==> src/rtl/seq_detector_param.sv <==
// seq_detector_param: runtime-configurable serial pattern detector.
// A shift register holds the most recent accepted bits. A fill counter
// tracks how many of them are valid. The hit flag marks the cycle after the
// final pattern bit, and detected is the registered copy of hit.
module seq_detector_param #(
   parameter  int MAX_LEN = 8,
   parameter  int CNT_W   = 8,
   localparam int LEN_W   = $clog2(MAX_LEN + 1)
) (
   input  logic               clk,
   input  logic               rst,
   input  logic               en,
   input  logic               din_valid,
   input  logic               din,
   input  logic [MAX_LEN-1:0] pattern,
   input  logic [LEN_W-1:0]   pat_len,
   input  logic               overlap,
   input  logic               cnt_clr,
   output logic               detected,
   output logic [CNT_W-1:0]   match_count,
   output logic               cfg_err
);

   localparam logic [LEN_W-1:0] FILL_MAX = LEN_W'(MAX_LEN);
   localparam logic [CNT_W-1:0] CNT_MAX  = {CNT_W{1'b1}};

   logic [MAX_LEN-1:0] r_hist;
   logic [LEN_W-1:0]   r_fill;
   logic               r_hit;
   logic               r_detected;
   logic [CNT_W-1:0]   r_count;

   logic               w_accept;
   logic [MAX_LEN-1:0] w_next_hist;
   logic [LEN_W-1:0]   w_next_fill;
   logic [MAX_LEN-1:0] w_mask;
   logic               w_bits_equal;
   logic               w_match;

   // An illegal length disables matching but leaves the shifting alone.
   assign cfg_err = (pat_len == '0) || (pat_len > FILL_MAX);

   assign w_accept    = en & din_valid;
   assign w_next_hist = {r_hist[MAX_LEN-2:0], din};
   assign w_next_fill = (r_fill == FILL_MAX) ? r_fill : r_fill + LEN_W'(1);

   // Only the low pat_len bits of the history and pattern take part in the compare.
   generate
      for (genvar gi = 0; gi < MAX_LEN; gi++) begin : g_mask
         assign w_mask[gi] = (pat_len > LEN_W'(gi));
      end
   endgenerate

   assign w_bits_equal = (((w_next_hist ^ pattern) & w_mask) == '0);
   assign w_match      = w_accept & ~cfg_err & (w_next_fill >= pat_len) & w_bits_equal;

   // History, fill level and hit flag. A non-overlapping match restarts the fill.
   always_ff @(posedge clk or posedge rst) begin
      if (rst) begin
         r_hist <= '0;
         r_fill <= '0;
         r_hit  <= 1'b0;
      end else if (!en) begin
         r_fill <= '0;
         r_hit  <= 1'b0;
      end else if (din_valid) begin
         r_hist <= w_next_hist;
         r_fill <= (w_match && !overlap) ? '0 : w_next_fill;
         r_hit  <= w_match;
      end else begin
         r_hit  <= 1'b0;
      end
   end

   // Detect pulse trails hit by one cycle, so it is fully registered.
   always_ff @(posedge clk or posedge rst) begin
      if (rst) begin
         r_detected <= 1'b0;
      end else begin
         r_detected <= r_hit;
      end
   end

   // Saturating match counter. A clear wins over a simultaneous hit.
   always_ff @(posedge clk or posedge rst) begin
      if (rst) begin
         r_count <= '0;
      end else if (cnt_clr) begin
         r_count <= '0;
      end else if (r_hit && (r_count != CNT_MAX)) begin
         r_count <= r_count + CNT_W'(1);
      end
   end

   assign detected    = r_detected;
   assign match_count = r_count;

endmodule

==> config.mk <==
export PLATFORM = sky130hd
export DESIGN_NAME = seq_detector_param
export DESIGN_NICKNAME = d
export VERILOG_FILES = /design/src/rtl/seq_detector_param.sv
export SDC_FILE = /design/constraint.sdc
export NUM_CORES = 1
export LEC_CHECK = 0
export ABC_AREA = 1
export CORE_ASPECT_RATIO = 1.2
export CORE_UTILIZATION = 50
export DETAILED_ROUTE_END_ITERATION = 6
export PLACE_DENSITY = 0.76
export SLEW_MARGIN = 10
export SYNTH_ARGS = -nofsm -noshare
export SYNTH_HDL_FRONTEND = slang
export SYNTH_SLANG_ARGS = --single-unit
==> constraint.sdc <==
create_clock -name clk -period 3.4 [get_ports clk]
set_input_delay 0.34 -clock clk [delete_from_list [all_inputs] [get_ports clk]]
set_output_delay 0.34 -clock clk [all_outputs]
set_load 0.05 [all_outputs]
# Word-level counts from Yosys, hierarchy flattened
# Index checks and enable logic that the tools add are counted.
[word_totals]
reg_bits = 21
latchBits = 0
mem_bits_rw = 0
rom_bits = 0
input_bits = 19
word_cells = 43
memories = 0
[classes]
addsub = 2
mul = 0
div_mod_pow = 0
magnitude_cmp = 10
eq_ne = 3
shifts = 0
n_mux = 8
bitwise_logic = 7
n_reduce_logical = 8
[op_table]
columns = ["op", "count"]
rows = [
  ["$gt A4 B3 Y1 const B", 4],
  ["$mux W4", 4],
  ["$mux W8", 2],
  ["$add A8 B1 Y8 const B", 1],
  ["$and A8 B8 Y8", 1],
  ["$gt A4 B1 Y1 const B", 2],
  ["$gt A4 B2 Y1 const B", 2],
  ["$logic_not A8 Y1", 1],
  ["$ne A8 B8 Y1 const B", 1],
  ["$xor A8 B8 Y8", 1],
  ["$add A4 B1 Y4 const B", 1],
  ["$and A1 B1 Y1", 4],
  ["$eq A4 B4 Y1 const B", 1],
  ["$ge A4 B4 Y1", 1],
  ["$gt A4 B4 Y1 const B", 1],
  ["$logic_not A4 Y1", 1],
  ["$logic_and A1 B1 Y1", 2],
  ["$mux W1", 2],
  ["$ne A2 B1 Y1 const B", 1],
  ["$reduce_and A2 Y1", 1],
  ["$reduce_bool A2 Y1", 1],
  ["$logic_not A1 Y1", 1],
  ["$logic_or A1 B1 Y1", 1],
  ["$not A1 Y1", 1],
]

# Logic depth before layout (Yosys ltp)
[depth]
ltp_word = 10
mapped_depth = 16
mapped_depth_nobuf = 16

# Least setup slack after synthesis
# OpenSTA, ideal clock, no wires.
[synth_path]
path_kind = "reg-to-reg"
from = "register r_count[1], in the netlist match_count[1]"
to = "register r_count[5], in the netlist match_count[5]"
setup_ps = 121
t_arrival_ps = 1664
slack_ps = 1615
path_stages_with_launch = 11
synth_period_minus_slack_ps = 1785
cell_sequence = "dfrtp_1 -> ha_1 -> nand2_2 -> inv_2 -> nand2_1 -> nor2_2 -> nand3_2 -> nand2_4 -> nand2_4 -> a21oi_1 -> nor2_1"
[synth_via]
elab_chain_cells = 3
[synth_lines]
columns = ["element", "line_no", "text"]
rows = [
  ["start: declaration", "31", "logic [CNT_W-1:0] r_count;"],
  ["start signal: assignment", "91", "r_count <= r_count + CNT_W'(1);"],
  ["$add A8 B1 Y8 / $ne A8 B8 Y1 (equally long branches)", "91, 90", ""],
  ["$mux W8 / $logic_and A1 B1 Y1 (equally long branches)", "90", "end else if (r_hit && (r_count != CNT_MAX)) begin"],
  ["$mux W8 / $reduce_bool A2 Y1 (equally long branches)", "n/a", ""],
]
# Parallel ways exist; a longest one is shown, timed or not. The select of a mux whose other input is x is not followed.
# A chain may end at the register's enable or synchronous reset.

# Worst setup path in the final report
[layout_path]
from = "input pat_len[2]"
to = "output cfg_err"
[layout_via]
elab_chain_cells = 2
[layout_lines]
columns = ["element", "line_no", "text"]
rows = [
  ["start: declaration", "16", "input logic [LEN_W-1:0] pat_len,"],
  ["$gt A4 B4 Y1 / $logic_not A4 Y1 (equally long branches)", "41", "assign cfg_err = (pat_len == '0) || (pat_len > FILL_MAX);"],
  ["$logic_or A1 B1 Y1 *", "41", ""],
  ["end: declaration", "21", "output logic cfg_err"],
]
# Every way passes the cells marked *; elsewhere a longest branch is shown, timed or not.

==> reports/qor.log <==
qor: run_status.outcome finished clean
qor: timing.fin_worst_skew 4.106 ps
qor: logic_synthesis.synthesis.area 1376 um2
qor: clock_network.cts_sinks 21
qor: job.maxCapViolCount 0
qor: global_route.first_global_vias 1268
qor: setup_path.crit_family buffers and inverters
qor: setup_path.worst_r2r_src r_fill[0]
qor: clock_network.cts_max_path_buffers 2
qor: clock_network.cts_tree yes
qor: final_layout.finalNetCount 259
qor: setup_path.worst_setup_path_end_kind output pin
qor: timing.worst_slew_pin_slew 798.4 ps
qor: clock_network.ctsRootBufferMaster clkbuf_4
qor: setup_path.crit_path_start pat_len[2]
qor: setup_path.cp_cell_sequence clkdlybuf4s50_1 > nor2_2 > nand2_1 > nand2_1 > clkdlybuf4s50_1
qor: floorplanning.row_count 20
qor: routing.wire_per_inst 10.88 um
qor: setup_path.critical_path.startpoint_type input port
qor: floorplanning.die_boundary_height 59.48 um
qor: global_route.gr-total-overflow 0
qor: routing.post-route-drc-count 0
qor: timing.finalHoldViolations 0
qor: logic_synthesis.synth.lib_cells_used.distinct 22
qor: timing.post-route-period-util 68.76%
qor: logic_synthesis.post_synth_inst_count 201
qor: clock_network.cts.clk_slew.worst_paths 120 ps
qor: power.worst_ir_drop_vdd 253.5 uV
qor: final_layout.most_common_library_cell_in_the_layout_ignoring_fill_and_taps nand2_1
qor: clock_network.post-cts-setup-buffers 0
qor: timing.fmax 0.4278 GHz
qor: min_path.hp-class in -> async
qor: floorplanning.fp.coreArea 2577 um2
qor: timing.slew_headroom 46.71%
qor: routing.routed-via-count 1311
qor: setup_path.worst_path_largest_cell_delay 790 ps
qor: place.gpl.final_weighted_congestion 0.8066
qor: routing.count_of_nets_left_with_antenna_violations_after_detail_routing 0
qor: global_route.grt_antenna_before_repair 0
qor: routing.viasPerCell 4.947
qor: final_layout.num_antenna_cells 0
qor: timing.worst_hold_slack 475.3 ps
qor: global_route.pin_count_of_the_biggest_net_entering_global_routing 22
qor: setup_path.cp_data_arrival_time 2000 ps
qor: final_layout.drive_gt1_share 5.603%
qor: power.pwr_density_cell 302.2 nW/um2
qor: global_route.grt_pass1_wl 5106 um
qor: routing.first_pass_iters 4
qor: timing.finalWorstPathRequiredPeriod 2338 ps
qor: final_layout.flow.area_growth_from_synthesis 25.00%
qor: final_layout.fin_util 66.75%
qor: clock_network.postCtsResizedCells 0
qor: logic_synthesis.syn-mean-instance-area 6.847 um2
qor: place.buffer_ports.inserted 28
qor: setup_path.critical_path_buf_inv_count 2
qor: floorplanning.start_util 53.40%
qor: routing.drt-total-wl 2884 um
qor: clock_network.tritoncts.num_buffers 3
qor: timing.unrepaired_setup_endpoints_after_global_routing false
qor: place.dp_hpwl 2307 um
qor: logic_synthesis.postSynthRegisterBits 21
qor: timing.timing.setup.tns 0 ps
qor: final_layout.top_library_cells_by_usage_in_the_layout_fill_and_taps_aside nand2_1, inv_1, clkdlybuf4s50_1
qor: power.power.static_leakage 0.0008848 uW
qor: setup_path.timing.critical_path.required 3060 ps
qor: floorplanning.boundaryPins 29
qor: timing.maxSlewViolCount 0
qor: setup_path.timing_worst_setup_path_type in -> out
qor: clock_network.clock_insertion_delay_worst_skew 300 ps
qor: routing.first_iter_violations 32
qor: global_route.globalRouteTotalUtil 22.47%
qor: floorplanning.floorplan.die.width 49.90 um
qor: setup_path.timing.critical_path.slowest_stage_cell clkdlybuf4s50_1
qor: logic_synthesis.ys_seq_area_share 38.18%
qor: floorplanning.fp.dieArea 2968 um2
qor: clock_network.clock_tree.htree_level_count 1
qor: logic_synthesis.postSynthNetCount 227
qor: clock_network.ctsHoldBuffers 0
qor: timing.finalSetupViolCount 0
qor: setup_path.crit_path_max_fanout 4
qor: logic_synthesis.yosysWarningCount 0
## path summary, 6_finish.rpt
kind	endpoint	slack [ps]	cells past startpoint
setup reg to reg	r_fill[3]	1360	15
hold reg to reg	detected	480	0
setup / recovery	cfg_err	1060	5
min in group clk	detected	480	0
hold / removal	match_count[7]	480	2
max in group asynchronous	r_hist[2]	2430	2
## worst reg2reg max path, stage by stage, from the launching register on
cell	delay, ps
dfrtp_1	460
inv_1	80
ha_1	130
nand2_1	60
nand3_1	70
o21ai_0	120
ha_1	300
nand2_1	60
inv_1	50
nand2_1	50
nand2_1	50
nor2_1	40
nor2_1	120
nand4_1	190
nand2_1	120
nand2_1	50
## registers in the layout (all words and copies together), names as in the netlist
signal	count
detected	1
r_hist	7
r_fill	4
match_count	8
r_hit	1
## kinds of logic after synthesis
group | Yosys count | share of synthesized area, %
simple gates | 116 | 36.46
fa+ha+maj | 7 | 6.363
flops | 21 | 38.18
buf+inv | 35 | 9.546
compound gates | 18 | 6.909
xor+xnor | 4 | 2.545
## where the power goes
| group | leakage (uW) | internal, uW | total (uW) | switching, uW |
|---|---|---|---|---|
| Combinational | 0.000585 | 52.3 | 119 | 66.6 |
| Sequential | 0.000285 | 267 | 281 | 13.9 |
| Clock | 0.0000150 | 45.6 | 120 | 74.4 |
| Total | 0.000885 | 365 | 520 | 155 |
## cell usage after synthesis
library cell | instances | area share (%)
nand3_2 | 1 | 0.73
inv_1 | 32 | 8.7
nand4_1 | 2 | 0.91
or2_1 | 1 | 0.45
o31ai_1 | 1 | 0.55
nand2_4 | 2 | 1.6
nor2_2 | 3 | 1.4
clkbuf_1 | 1 | 0.27
ha_1 | 7 | 6.4
nand3_1 | 16 | 5.8
nand2_1 | 68 | 19
nand2_2 | 1 | 0.45
o21ai_0 | 11 | 4.0
o21bai_1 | 1 | 0.55
a21oi_1 | 5 | 1.8
or2_2 | 1 | 0.45
or2_0 | 1 | 0.45
inv_2 | 2 | 0.55
xor2_1 | 4 | 2.5
nor2_1 | 19 | 5.2
dfrtp_1 | 21 | 38
and3_1 | 1 | 0.45
## layer usage
metal,GRT usage [%],vias up,wire length (um)
met5,0,-,0
met2,46.33,22,1533
li1,-,683,-
met4,4.898,0,25
met1,24.12,602,1255
met3,2.308,4,69
## layout make-up
type	instances	area [um2]
clock buffer	4	26.28
fill	225	857.1
inverter	34	127.6
multi-input combinational	145	719.4
sequential	21	525.5
tap	33	41.29
timing repair buffer	28	280.3
## metrics by stage
stage                     instance area (um2)  std cells  setup WS [ps]  total power (uW)
after floorplan                          1376        201           1615             359.3
after global placement                   1694        261           1136             400.3
after detailed placement                 1694        261           1078             405.7
after CTS                                1720        265           1069             525.4
after global routing                     1720        265           1001             557.7
final                                    1720        265           1062             520.0
Power figures use the tool's default switching activity.
